## src/rtl/therm_pkg.sv

```systemverilog
// Shared thermometer-code definitions: widths and the decoder FSM state type.
// Shared by the thermometer encoder, the sequential decoder and the testbench.
package therm_pkg;

  localparam int K = 3;
  localparam int W = 2**K - 1;

  typedef enum logic [1:0] {
    IDLE,
    SCAN,
    DONE
  } state_t;

endpackage

```

## src/rtl/therm_seq_decoder_if.sv

```systemverilog
// Request/result bundle of the sequential thermometer decoder.
// The master drives start/therm; the slave returns busy/done/bin/err.
interface therm_seq_decoder_if;
  import therm_pkg::*;

  logic         start;
  logic [W-1:0] therm;
  logic         busy;
  logic         done;
  logic [K-1:0] bin;
  logic         err;

  modport master (
    output start, therm,
    input  busy, done, bin, err
  );

  modport slave (
    input  start, therm,
    output busy, done, bin, err
  );

endinterface

```

## src/rtl/therm_bit_scanner.sv

```systemverilog
// LSB-first bit scanner: shift register, index, leading-ones count, bubble flag.
// THERM_EARLY_EXIT_EN: last also fires on the first zero; no bubble tracking.
module therm_bit_scanner
  import therm_pkg::*;
(
  input  logic         clk,
  input  logic         rst_n,
  input  logic         load,
  input  logic         step,
  input  logic [W-1:0] therm,
  output logic         last,
  output logic [K-1:0] cnt_next,
  output logic         err_next
);

  logic [W-1:0] sh;
  logic [K-1:0] idx;
  logic [K-1:0] cnt;
  logic         zero_seen;
  logic         cur;

  assign cur      = sh[0];
  assign cnt_next = (cur && !zero_seen) ? cnt + K'(1) : cnt;

`ifdef THERM_EARLY_EXIT_EN
  // the bit under examination ends the scan if it is the first zero
  assign last     = (idx == K'(W - 1)) || (!cur && !zero_seen);
  assign err_next = 1'b0;
`else
  logic err_i;

  assign last     = (idx == K'(W - 1));
  assign err_next = err_i | (cur & zero_seen);

  always_ff @(posedge clk or negedge rst_n) begin
    if (!rst_n) begin
      err_i <= 1'b0;
    end else if (load) begin
      err_i <= 1'b0;
    end else if (step) begin
      err_i <= err_next;
    end
  end
`endif

  always_ff @(posedge clk or negedge rst_n) begin
    if (!rst_n) begin
      sh        <= '0;
      idx       <= '0;
      cnt       <= '0;
      zero_seen <= 1'b0;
    end else if (load) begin
      sh        <= therm;
      idx       <= '0;
      cnt       <= '0;
      zero_seen <= 1'b0;
    end else if (step) begin
      sh        <= sh >> 1;
      idx       <= idx + K'(1);
      cnt       <= cnt_next;
      zero_seen <= zero_seen | ~cur;
    end
  end

endmodule

```

## src/rtl/therm_seq_decoder.sv

```systemverilog
// Sequential thermometer-to-binary decoder: FSM plus result registers.
// Optional THERM_EARLY_EXIT_EN stops the scan at the first zero bit.
module therm_seq_decoder
  import therm_pkg::*;
(
  input  logic                clk,
  input  logic                rst_n,
  therm_seq_decoder_if.slave  bus
);

  state_t       state;
  state_t       state_nx;
  logic         load;
  logic         step;
  logic         last;
  logic         err_next;
  logic [K-1:0] cnt_next;
  logic [K-1:0] bin_q;
  logic         err_q;

  therm_bit_scanner u_scan (
    .clk      (clk),
    .rst_n    (rst_n),
    .load     (load),
    .step     (step),
    .therm    (bus.therm),
    .last     (last),
    .cnt_next (cnt_next),
    .err_next (err_next)
  );

  always_ff @(posedge clk or negedge rst_n) begin
    if (!rst_n) state <= IDLE;
    else        state <= state_nx;
  end

  always_comb begin
    state_nx = state;
    unique case (state)
      IDLE:    if (bus.start) state_nx = SCAN;
      SCAN:    if (last)      state_nx = DONE;
      DONE:                   state_nx = IDLE;
      default:                state_nx = IDLE;
    endcase
  end

  always_comb begin
    load     = 1'b0;
    step     = 1'b0;
    bus.busy = 1'b0;
    bus.done = 1'b0;
    unique case (1'b1)
      (state == IDLE): load = bus.start;
      (state == SCAN): begin
        step     = 1'b1;
        bus.busy = 1'b1;
      end
      (state == DONE): begin
        bus.busy = 1'b1;
        bus.done = 1'b1;
      end
      default: ;
    endcase
  end

  // results latch on the final scan edge and hold until the next decode ends
  always_ff @(posedge clk or negedge rst_n) begin
    if (!rst_n) begin
      bin_q <= '0;
      err_q <= 1'b0;
    end else if (step && last) begin
      bin_q <= cnt_next;
      err_q <= err_next;
    end
  end

  assign bus.bin = bin_q;
  assign bus.err = err_q;

endmodule

```

## src/flat_wrapper.sv

```systemverilog
// flat-port wrapper written by rule: the top's interface ports become plain ports
module therm_seq_decoder_flat import therm_pkg::*;
  (clk, rst_n, bus_start, bus_therm, bus_busy, bus_done, bus_bin, bus_err);
  therm_seq_decoder_if bus_i ();
  input  logic clk;
  input  logic rst_n;
  input wire logic [$bits(bus_i.start)-1:0] bus_start;
  input wire logic [$bits(bus_i.therm)-1:0] bus_therm;
  output wire logic [$bits(bus_i.busy)-1:0] bus_busy;
  output wire logic [$bits(bus_i.done)-1:0] bus_done;
  output wire logic [$bits(bus_i.bin)-1:0] bus_bin;
  output wire logic [$bits(bus_i.err)-1:0] bus_err;
  assign bus_i.start = bus_start;
  assign bus_i.therm = bus_therm;
  assign bus_busy = bus_i.busy;
  assign bus_done = bus_i.done;
  assign bus_bin = bus_i.bin;
  assign bus_err = bus_i.err;
  therm_seq_decoder u_core (.clk(clk), .rst_n(rst_n), .bus(bus_i));
endmodule
```

## config.mk

```make
export PLATFORM = sky130hd
export DESIGN_NAME = therm_seq_decoder_flat
export DESIGN_NICKNAME = d
export VERILOG_FILES = /design/src/rtl/therm_pkg.sv /design/src/rtl/therm_seq_decoder_if.sv /design/src/rtl/therm_bit_scanner.sv /design/src/rtl/therm_seq_decoder.sv /design/src/flat_wrapper.sv
export SDC_FILE = /design/constraint.sdc
export NUM_CORES = 1
export LEC_CHECK = 0
export BUFFER_PORTS_ARGS = -buffer_cell sky130_fd_sc_hd__buf_2
export CAP_MARGIN = 5
export CORE_MARGIN = 8
export CORE_UTILIZATION = 40
export CTS_CLUSTER_DIAMETER = 100
export DETAILED_ROUTE_END_ITERATION = 10
export PLACE_DENSITY = 0.69
export SYNTH_ARGS = -nofsm -noshare
export SYNTH_HDL_FRONTEND = slang
export SYNTH_HIERARCHICAL = 1
export SYNTH_SLANG_ARGS = --single-unit
```

## constraint.sdc

```tcl
create_clock -name clk -period 1.6 [get_ports clk]
set_input_delay 0.32 -clock clk [delete_from_list [all_inputs] [get_ports clk]]
set_output_delay 0.32 -clock clk [all_outputs]
set_load 0.02 [all_outputs]
```

# After elaboration in Yosys (flattened, before gate mapping)
# Index checks and enable logic that the tools add are counted.
# totals
register_bits,21
word_cells,44
# op_classes
n_addsub,2
bitwise_logic,4
mux,18
n_reduce_logical,7
eq_ne,5
# op_table
op,count
2-to-1 mux 3 bit,5
2-to-1 mux 7 bit,2
2-to-1 mux 1 bit,8
"adder 3 x 1 -> 3 bit, second input constant",2
2-to-1 mux 2 bit,2
one-hot mux 2 bit (2 select lines),1
"equality test 3 bit, second input constant",1
"equality test 2 x 1 -> 1 bit, second input constant",1
"equality test 2 bit, second input constant",1
logical AND 1 bit,2
logical NOT 2 bit,1
"inequality test 2 x 1 -> 1 bit, second input constant",1
"inequality test 2 bit, second input constant",1
bitwise OR 1 bit,2
AND reduction 2 bit,1
nonzero test 2 bit,1
OR reduction 2 bit,1
AND 1 bit,1
logical NOT 1 bit,1
inverter 1 bit,1

# Depth between registers and ports, before layout
# Gate-level depths: netlist of run 1.
# logic_depth
ltp_word,5
depth_mapped,6
ltp_nobuf,5

# Modules after synthesis
# The synthesis of run 1 kept the hierarchy.
# by_module_without_submodules
module,cells_each,area_per_inst_um2,n_inst,seq_area_each_um2
therm_bit_scanner,74,795.8,1,375.4
therm_seq_decoder,24,317.8,1,150.1

# Worst setup path before layout of run 1
# Ideal clock, no wire load.
# synth_path
path_type,reg2reg
start,reg u_core.state[0]
end,reg u_core.u_scan.cnt[2]
slack_ps,163
arrival_ps,1312
t_required_ps,1475
path_buffers,1
synth_period_minus_slack_ps,1437
path_stages_with_launch,7
cell_sequence,dfrtp_1 > inv_1 > ha_1 > and2_1 > buf_2 > nor2_1 > mux2_4
# synth_between
elab_chain_len,3
# synth_lines
item,line_no,text
from (decl),therm_seq_decoder.sv:11,state_t state;
from (signal assigned),therm_seq_decoder.sv:34,else state <= state_nx;
logical NOT 2 bit (*),therm_seq_decoder.sv:53,(state == IDLE): load = bus.start;
2-to-1 mux 1 bit (*),therm_seq_decoder.sv:52,unique case (1'b1)
net u_core.load,therm_seq_decoder.sv:13,logic load;
2-to-1 mux 3 bit / nonzero test 2 bit (equally long branches),-,
to (signal assigned),therm_bit_scanner.sv:60,cnt <= cnt_next;
to (decl),therm_bit_scanner.sv:18,logic [K-1:0] cnt;
# The timed path passes the listed nets; every way through them passes the cells marked *.
# A chain may end at the register's enable or synchronous reset.

# Worst setup path after layout of run 1
# layout_path
start,reg u_core.state[0]
end,out bus_busy
# layout_between
elab_chain_len,3
# layout_lines
item,line_no,text
equality test 2 bit / equality test 2 x 1 -> 1 bit (equally long branches),"therm_seq_decoder.sv:58, therm_seq_decoder.sv:54",
OR reduction 2 bit (no line) (*),-,
2-to-1 mux 1 bit (*),therm_seq_decoder.sv:52,
to (decl),flat_wrapper.sv:9,output wire logic [$bits(bus_i.busy)-1:0] bus_busy;
# Mark *: on every way between the ends. The rest lies on a longest branch, timed or not.

==> impl_metrics.csv, run 1 <==
group,metric,value,unit
synthesis,synth.top_cells.by_area,"dfrtp_1, ha_1, mux2_2, mux2i_1, nand2b_1",
sta,hold_slack,0.215,ns
layout,n_fill_cell,273,
status,status,"finished clean",
route,wl_per_cell,13.0,um
critical_path,critPathLaunch,"u_core/state[0]$_DFFE_PN0P_",
cts,h-tree-depth,1,
sta,rsz0062_at_grt,"no",
pwr,ir_worst_vdd,0.820,mV
job,maxCapViolations,0,
route,viasPerCell,4.87,
synthesis,syn_avg_cell_area,11.4,um2
sta,fin_skew,0.00231,ns
layout,drive_gt1_frac,0.314,
pwr,netSwitchingFraction,0.381,
cts,clock_latency,0.30,ns
cts,cts_tree,"built",
die,start_util,0.411,
sta,setup_viol,0,
die,pin_count,16,
cts,clock_tree.buffer_depth,2,
placement,gp_congestion,0.706,
min_path,worstHoldStart,"bus_therm[6]",
critical_path,reg2reg_from,"u_core/u_scan/idx[0]$_DFFE_PN0P_",
global_routing,grt.overflow.total,0,
route,ant_nets,0,
synthesis,async_reset_ff_frac,1.00,
synthesis,synth_most_common_cell,"dfrtp_1",
min_path,hold_path_class,"primary input to register",
synthesis,yosysSeqAreaShare,0.472,
cts,cts_num_sinks,21,
synthesis,synth_edf_count,0,
critical_path,cp.arrival,1.21,ns
synthesis,yosys_warnings,6,
layout,fin_nets,140,
pwr,switchingPower,840,uW
critical_path,crit_path_start_kind,"register",
global_routing,track_usage,0.0965,
die,fp.dieArea,4730,um2
synthesis,synthTopCellsByCount,"dfrtp_1, ha_1, nand2_1",
placement,io_buffer_count,15,
die,die_h,68.8,um
placement,dp_slack,0.118,ns
route,via_count,740,
critical_path,crit_required,1.28,ns
die,rows,19,
cts,clkTransAtPathRegs,0.12,ns
route,drtIter0Drc,22,
sta,fin_crit_sh,0.954,
cts,root_buffer,"clkbuf_4",
global_routing,grt_pass1_vias,766,
route,route.detailed.drc,0,
pwr,p_leak,0.000649,uW
synthesis,yosysUniqueCellTypes,26,
pwr,p_comb_frac,0.479,
placement,dp_hpwl,1.44,mm
global_routing,antenna_found_initial,0,
global_routing,grt_pass1_wl,3.44,mm
sta,worst_pin_slew,0.475,ns
layout,syn2layout_area_growth,15.7,%
synthesis,netlist_area,1110,um2
pwr,p_int,1360,uW
critical_path,worstPathMaxFanout,3,
sta,finalHoldViolations,0,
pwr,powerDensity,1710,nW/um2
synthesis,synth_top_area_frac,0.472,
synthesis,ys_ff_latch,21,
cts,numCtsBuffers,3,
die,die_x,68.8,um
synthesis,yosys_most_used_dff,"dfrtp_1",
critical_path,cp-end-kind,"primary output",
synthesis,syn-num-nets,116,
synthesis,syn_inst,98,
pwr,seqPwrFrac,0.403,
critical_path,crit_type,"register to primary output",
route,drt-total-wl,1.98,mm
sta,worst_slack,0.0730,ns
sta,max_freq,0.655,GHz
sta,drv_slew,0,
route,dr.pass1.iters,4,
global_routing,grt_max_degree,22,
layout,antenna_cells,0,
pwr,pwr-share-clk,0.117,
sta,tns,0,ns
die,core_area,2710,um2
synthesis,yosysTopAreaCell,"dfrtp_1",
sta,slew_headroom,0.683,
sta,fin_crit,1.53,ns
[metal layers]
metal | routed length, um | GRT usage
met1 | 921 | 0.115
met2 | 955 | 0.156
met3 | 86 | 0.0404
met4 | 19 | 0.0301
met5 | 0 | 0
[cells by family (layout without fill, tap and decap cells)]
group,count (synthesis),in the layout,synth area share
buffers and inverters,9,32,0.0393
DFF,21,21,0.472
AOI/OAI and AO/OA,14,14,0.0775
muxes,16,16,0.161
adders and majority gates,8,8,0.0899
xor gates and xnor gates,3,3,0.0236
and+or+nand+nor,27,27,0.137
[layout by cell type, fill, tap and decap left out, drive strengths merged]
cell type     n
a21bo         1
a21o          1
a21oi         3
a31oi         1
and2          2
and2b         1
and3b         1
buf          21
clkbuf        3
clkinv        1
dfrtp        21
dlygate4sd3   1
ha            8
inv           6
mux2          9
mux2i         7
nand2         8
nand2b        6
nand3b        2
nand4b        1
nor2          4
nor2b         1
o21ai         7
o22ai         1
or2b          1
xnor2         3
[what timing repair did]
| item | CTS | global route |
|---|---|---|
| hold buffers | 1 | 0 |
| resized for setup | 1 | 0 |
| setup endpoints to repair | 1 | 1 |
| buffers inserted | 1 | 1 |
| hold endpoints to repair | 21 | 0 |
| cloned | 0 | 0 |
[stage by stage]
step                      utilization  instance area (um2)  power, uW  std cells
after floorplan                     -                 1110       1680         98
after global placement          0.456                 1240       1890        145
after detailed placement        0.456                 1240       1930        145
after CTS                       0.473                 1280       2230        151
after global routing            0.476                 1290       2390        152
final                           0.476                 1290       2200        152
[power groups by stage]
stage          logic [uW]  registers (uW)  clock network, uW
3_5_place_dp         1020             913                  0
2_1_floorplan         798             880                  0
6_report             1060             889                259
3_3_place_gp          994             895                  0
4_1_cts              1060             893                275
5_1_grt              1180             922                289
[cell type report]
class	count	area, um2	share of cell area
inverter	6	22.5	0.0175
timing repair buffer	22	130	0.101
tap	31	38.8	0.0301
clock buffer	3	22.5	0.0175
sequential	21	526	0.408
clock inverter	1	5.00	0.00388
multi-input combinational	68	544	0.422
[worst paths after layout]
kind / to / slack (ns) / cells past startpoint
worst max-delay path: bus_busy / 0.07 / 3
worst min-delay path: u_core/u_scan/sh[6]$_DFFE_PN0P_ / 0.22 / 3
worst max register to register: u_core/state[1]$_DFFE_PN0P_ / 0.16 / 5
worst min register to register: u_core/bus.bin[2]$_DFFE_PN0P_ / 0.51 / 1
max in group asynchronous: u_core/bus.bin[2]$_DFFE_PN0P_ / 0.79 / 2
min in group asynchronous: u_core/u_scan/sh[5]$_DFFE_PN0P_ / 0.48 / 2
[state kept, by name, summed over array words and instances, names as in the netlist]
| register | cells |
|---|---|
| u_core/u_scan/cnt | 3 |
| u_core/bus.err | 1 |
| u_core/state | 2 |
| u_core/bus.bin | 3 |
| u_core/u_scan/sh | 7 |
| u_core/u_scan/idx | 3 |
| u_core/u_scan/err_i | 1 |
| u_core/u_scan/zero_seen | 1 |
[critical path: stages, from the launching register on]
cell and delay [ns]:
dfrtp_1 0.40, inv_1 0.11, ha_1 0.24, buf_2 0.16
(Power assumes the default switching activity.)
==> inputs of run 2 (changes only) <==
--- a/config.mk
+++ b/config.mk
@@ -6,12 +6,13 @@
 export NUM_CORES = 1
 export LEC_CHECK = 0
 export BUFFER_PORTS_ARGS = -buffer_cell sky130_fd_sc_hd__buf_2
-export CAP_MARGIN = 5
+export CAP_MARGIN = 10
 export CORE_MARGIN = 8
 export CORE_UTILIZATION = 40
 export CTS_CLUSTER_DIAMETER = 100
 export DETAILED_ROUTE_END_ITERATION = 10
 export PLACE_DENSITY = 0.69
+export RECOVER_POWER = 100
 export SYNTH_ARGS = -nofsm -noshare
 export SYNTH_HDL_FRONTEND = slang
 export SYNTH_HIERARCHICAL = 1
==> impl_metrics.csv, run 2 (synthesis gave the netlist of run 1 again) <==
group,metric,value,unit
cts,cts_num_sinks,21,
route,wl_per_cell,13.0,um
critical_path,r2r_slack,0.10,ns
job,maxCapViolations,0,
critical_path,crit_type,"register to primary output",
sta,fin_crit,1.53,ns
global_routing,grt_max_degree,22,
critical_path,critPathLaunch,"u_core/state[0]$_DFFE_PN0P_",
die,die_x,68.8,um
min_path,holdPathStages,3,
cts,cts_tree,"built",
layout,fin_util,0.466,
layout,largest_reg_flops,7,
route,drtIter0Drc,13,
layout,fin_nets,140,
layout,regMostFlops,"u_core/u_scan/sh",
route,ant_nets,0,
critical_path,worstPathMaxFanout,3,
pwr,p_leak,0.000620,uW
route,route.detailed.drc,0,
layout,final_cell_mix,"dfrtp_1, buf_2, nand2_1, ha_1",
placement,dp_hpwl,1.44,mm
global_routing,antenna_found_initial,0,
die,rows,19,
critical_path,slowest_delay,0.40,ns
sta,fin_crit_sh,0.954,
sta,worst_pin_slew,0.528,ns
route,dr.pass1.iters,4,
layout,final_common_cell,"dfrtp_1",
die,fp.dieArea,4730,um2
sta,worst_slack,0.0743,ns
critical_path,crit_required,1.28,ns
sta,tns,0,ns
placement,io_buffer_count,15,
pwr,finalPower,2150,uW
sta,rsz0062_at_grt,"no",
critical_path,reg2reg_from,"u_core/u_scan/idx[0]$_DFFE_PN0P_",
die,start_util,0.411,
placement,gp_congestion,0.706,
die,pin_count,16,
sta,max_freq,0.655,GHz
cts,root_buffer,"clkbuf_4",
cts,numCtsBuffers,3,
sta,setup_viol,0,
sta,slew_headroom,0.648,
layout,antenna_cells,0,
pwr,powerDensity,1700,nW/um2
critical_path,r2r-end,"u_core/state[1]$_DFFE_PN0P_",
cts,h-tree-depth,1,
critical_path,cp-end-kind,"primary output",
sta,finalHoldViolations,0,
critical_path,reg2reg_depth,5,
global_routing,grt.overflow.total,0,
layout,drive_gt1_frac,0.248,
pwr,ir_worst_vdd,0.809,mV
layout,fin_area,1260,um2
layout,syn2layout_area_growth,13.5,%
critical_path,crit_path_start_kind,"register",
route,drt-total-wl,1.97,mm
min_path,worstHoldStart,"bus_therm[2]",
placement,dp_slack,0.118,ns
cts,clkTransAtPathRegs,0.12,ns
cts,clock_tree.buffer_depth,2,
route,via_count,734,
layout,n_fill_cell,282,
min_path,hold_path_end,"u_core/u_scan/sh[2]$_DFFE_PN0P_",
critical_path,crit_chain,"inv_1, ha_1, buf_2",
sta,drv_slew,0,
die,die_h,68.8,um
sta,fin_skew,0.00398,ns
status,status,"finished clean",
critical_path,cp.arrival,1.21,ns
critical_path,critPathSlowestCell,"dfrtp_1",
route,viasPerCell,4.83,
global_routing,track_usage,0.0965,
die,core_area,2710,um2
min_path,hold_path_class,"primary input to register",
placement,place_area,1240,um2
global_routing,grt_pass1_vias,766,
global_routing,grt_pass1_wl,3.44,mm
cts,clock_latency,0.30,ns
==> run 2: cell types whose count changed in the layout (fill, tap and decap cells not counted) <==
cell	change
and2_1	-1
o22ai_1	+1
mux2_1	+2
buf_4	-2
o21ai_1	-4
buf_2	-6
o22ai_2	-1
clkbuf_1	+5
o21ai_0	+4
mux2_4	-2
and2_0	+1
clkbuf_2	+3
==> run 2: how the worst max path moves through the flow <==
stage / to / slack [ns] / depth (start not counted)
after CTS: bus_busy / 0.04 / 3
final: bus_busy / 0.07 / 3
after floorplan: u_core/u_scan/cnt[2]$_DFFE_PN0P_ / 0.16 / 6
after detailed placement: u_core/u_scan/cnt[2]$_DFFE_PN0P_ / 0.12 / 5
after global routing: bus_busy / 0.008 / 3
after global placement: u_core/u_scan/cnt[2]$_DFFE_PN0P_ / 0.15 / 5
==> run 2: final cells by class <==
cell class | count | area (um2) | area share
inverters | 6 | 22.5 | 0.0178
flip-flops and latches | 21 | 526 | 0.416
clock inverters | 1 | 5.00 | 0.00396
repair buffers | 22 | 119 | 0.0941
multi-input cells | 68 | 531 | 0.420
well taps | 31 | 38.8 | 0.0307
clock buffers | 3 | 22.5 | 0.0178
==> run 2: power breakdown <==
part           switching, uW  total, uW  internal (uW)  leakage, uW
Clock                    163        256           93.3    0.0000177
Combinational            503        998            495     0.000329
Sequential               160        892            732     0.000273
==> run 2: what timing repair did <==
| action | 4_1_cts | 5_1_grt |
|---|---|---|
| hold buffers | 1 | 0 |
| setup buffers | 1 | 1 |
| gates resized for setup | 1 | 0 |
| hold endpoints to repair | 21 | 0 |
| setup endpoints to repair | 1 | 1 |
==> run 2: critical path, delay by kind of cell, from the launching register on <==
kind	cells	cell delay, ns
DFF	1	0.40
buffers and inverters	2	0.27
adders and majority gates	1	0.24
==> run 2: metal layers <==
metal  global-route usage  vias to the layer above  wire length [um]
met2                0.156                       14               949
met1                0.115                      345               916
met5                    0                        -                 0
li1                     -                      373                 -
met4               0.0301                        0                19
met3               0.0404                        2                87
==> run 2: through the flow <==
step	std cells	hold WS, ns
after floorplan	98	0.0244
after global placement	145	0.303
after detailed placement	145	0.309
after CTS	151	0.203
after global routing	152	0.203
final	152	0.213
==> inputs of run 3 (changes only) <==
--- a/config.mk
+++ b/config.mk
@@ -13,6 +13,7 @@
 export DETAILED_ROUTE_END_ITERATION = 10
 export PLACE_DENSITY = 0.69
 export RECOVER_POWER = 100
+export SETUP_SLACK_MARGIN = 0.15
 export SYNTH_ARGS = -nofsm -noshare
 export SYNTH_HDL_FRONTEND = slang
 export SYNTH_HIERARCHICAL = 1
==> impl_metrics.csv, run 3 (synthesis gave the netlist of run 1 again) <==
group,metric,value,unit
global_routing,grt.overflow.total,0,
layout,regMostFlops,"u_core/u_scan/sh",
die,core_area,2710,um2
route,via_count,754,
sta,fin_skew,0.00548,ns
critical_path,critPathLaunch,"u_core/state[0]$_DFFE_PN0P_",
layout,final_common_cell,"dfrtp_1",
cts,root_buffer,"clkbuf_4",
sta,setup_viol,0,
route,ant_nets,0,
pwr,ir_worst_vdd,0.819,mV
job,maxCapViolations,0,
critical_path,worstPathMaxFanout,4,
critical_path,reg2reg_depth,4,
cts,cts_tree,"built",
critical_path,crit_required,1.80,ns
sta,slew_headroom,0.647,
route,route.detailed.drc,0,
global_routing,antenna_found_initial,0,
critical_path,crit_chain,"clkbuf_1, ha_1, and3b_4, mux2_1",
global_routing,grt_pass1_wl,3.57,mm
sta,tns,0,ns
layout,n_fill_cell,281,
layout,drive_gt1_frac,0.312,
die,die_x,68.8,um
die,fp.dieArea,4730,um2
sta,worst_slack,0.134,ns
layout,fin_nets,144,
sta,fin_crit_sh,0.916,
critical_path,reg2reg_from,"u_core/state[0]$_DFFE_PN0P_",
route,dr.pass1.iters,2,
critical_path,slowest_delay,0.38,ns
critical_path,cp.arrival,1.66,ns
sta,worst_pin_slew,0.529,ns
sta,rsz0062_at_grt,"yes",
global_routing,track_usage,0.0998,
placement,dp_hpwl,1.44,mm
sta,fin_crit,1.47,ns
die,start_util,0.411,
layout,syn2layout_area_growth,19.3,%
layout,fin_util,0.490,
critical_path,r2r_slack,0.13,ns
critical_path,crit_type,"register to register",
critical_path,critPathSlowestCell,"dfrtp_1",
route,drt-total-wl,2.04,mm
pwr,finalPower,2310,uW
critical_path,cp_top_family,"flip-flops",
critical_path,critPathBufInv,1,
route,wl_per_cell,13.1,um
sta,finalHoldViolations,0,
layout,final_cell_mix,"dfrtp_1, buf_2, nand2_1",
pwr,powerDensity,1740,nW/um2
global_routing,grt_max_degree,22,
die,rows,19,
status,status,"finished clean",
critical_path,cp-endpoint,"u_core/u_scan/cnt[0]$_DFFE_PN0P_",
die,die_h,68.8,um
critical_path,path_depth,4,
route,viasPerCell,4.83,
critical_path,r2r-end,"u_core/u_scan/cnt[0]$_DFFE_PN0P_",
layout,largest_reg_flops,7,
placement,io_buffer_count,15,
sta,max_freq,0.682,GHz
sta,drv_slew,0,
placement,dp_slack,0.118,ns
cts,clkTransAtPathRegs,0.12,ns
layout,antenna_cells,0,
cts,clock_tree.buffer_depth,2,
route,drtIter0Drc,12,
cts,clock_latency,0.31,ns
cts,cts_num_sinks,21,
min_path,worstHoldStart,"bus_therm[2]",
die,pin_count,16,
min_path,hold_path_class,"primary input to register",
pwr,p_leak,0.000645,uW
critical_path,cp-end-kind,"register",
global_routing,grt_pass1_vias,801,
cts,h-tree-depth,1,
critical_path,crit_path_start_kind,"register",
sta,hold_slack,0.210,ns
cts,numCtsBuffers,3,
placement,gp_congestion,0.706,
run 3: how the worst min path moves through the flow:
stage | to | cells past startpoint
after floorplan | u_core/bus.bin[0]$_DFFE_PN0P_ | 0
after global placement | u_core/u_scan/sh[6]$_DFFE_PN0P_ | 1
after detailed placement | u_core/u_scan/sh[5]$_DFFE_PN0P_ | 1
after CTS | u_core/u_scan/sh[2]$_DFFE_PN0P_ | 3
after global routing | u_core/u_scan/sh[3]$_DFFE_PN0P_ | 3
final | u_core/u_scan/sh[2]$_DFFE_PN0P_ | 3
run 3: per-layer routing:
metal  share of wire  GRT usage
met5               0          0
met4          0.0093     0.0301
met3           0.043     0.0404
met2            0.48      0.163
met1            0.47      0.118
run 3: final cells by class:
class / count / area [um2] / share of cell area
sequential: 21 / 526 / 0.395
inverter: 6 / 22.5 / 0.0169
multi-input combinational: 68 / 553 / 0.416
clock inverter: 1 / 5.00 / 0.00377
tap: 31 / 38.8 / 0.0292
clock buffer: 3 / 22.5 / 0.0169
timing repair buffer: 26 / 161 / 0.121
run 3: repair_timing:
item,in CTS,in global routing
hold endpoints to repair,21,0
setup buffers,4,2
hold buffers,1,0
endpoints found under the setup margin,6,12
gates resized for setup,8,2
run 3: through the flow:
step	area (um2)	std cells
floorplan	1110	98
global placement	1240	145
detailed placement	1240	145
CTS	1330	154
global route	1330	156
finish	1330	156
run 3: power by group:
group	internal [uW]	leakage, uW	switching, uW
logic	624	0.000354	547
clock network	93.3	0.0000177	163
registers	732	0.000273	152
run 3: tightest hold or removal path, cell delays in order:
cell and delay [ns]:
buf_2 0.07, nand2_1 0.03, o21ai_0 0.06
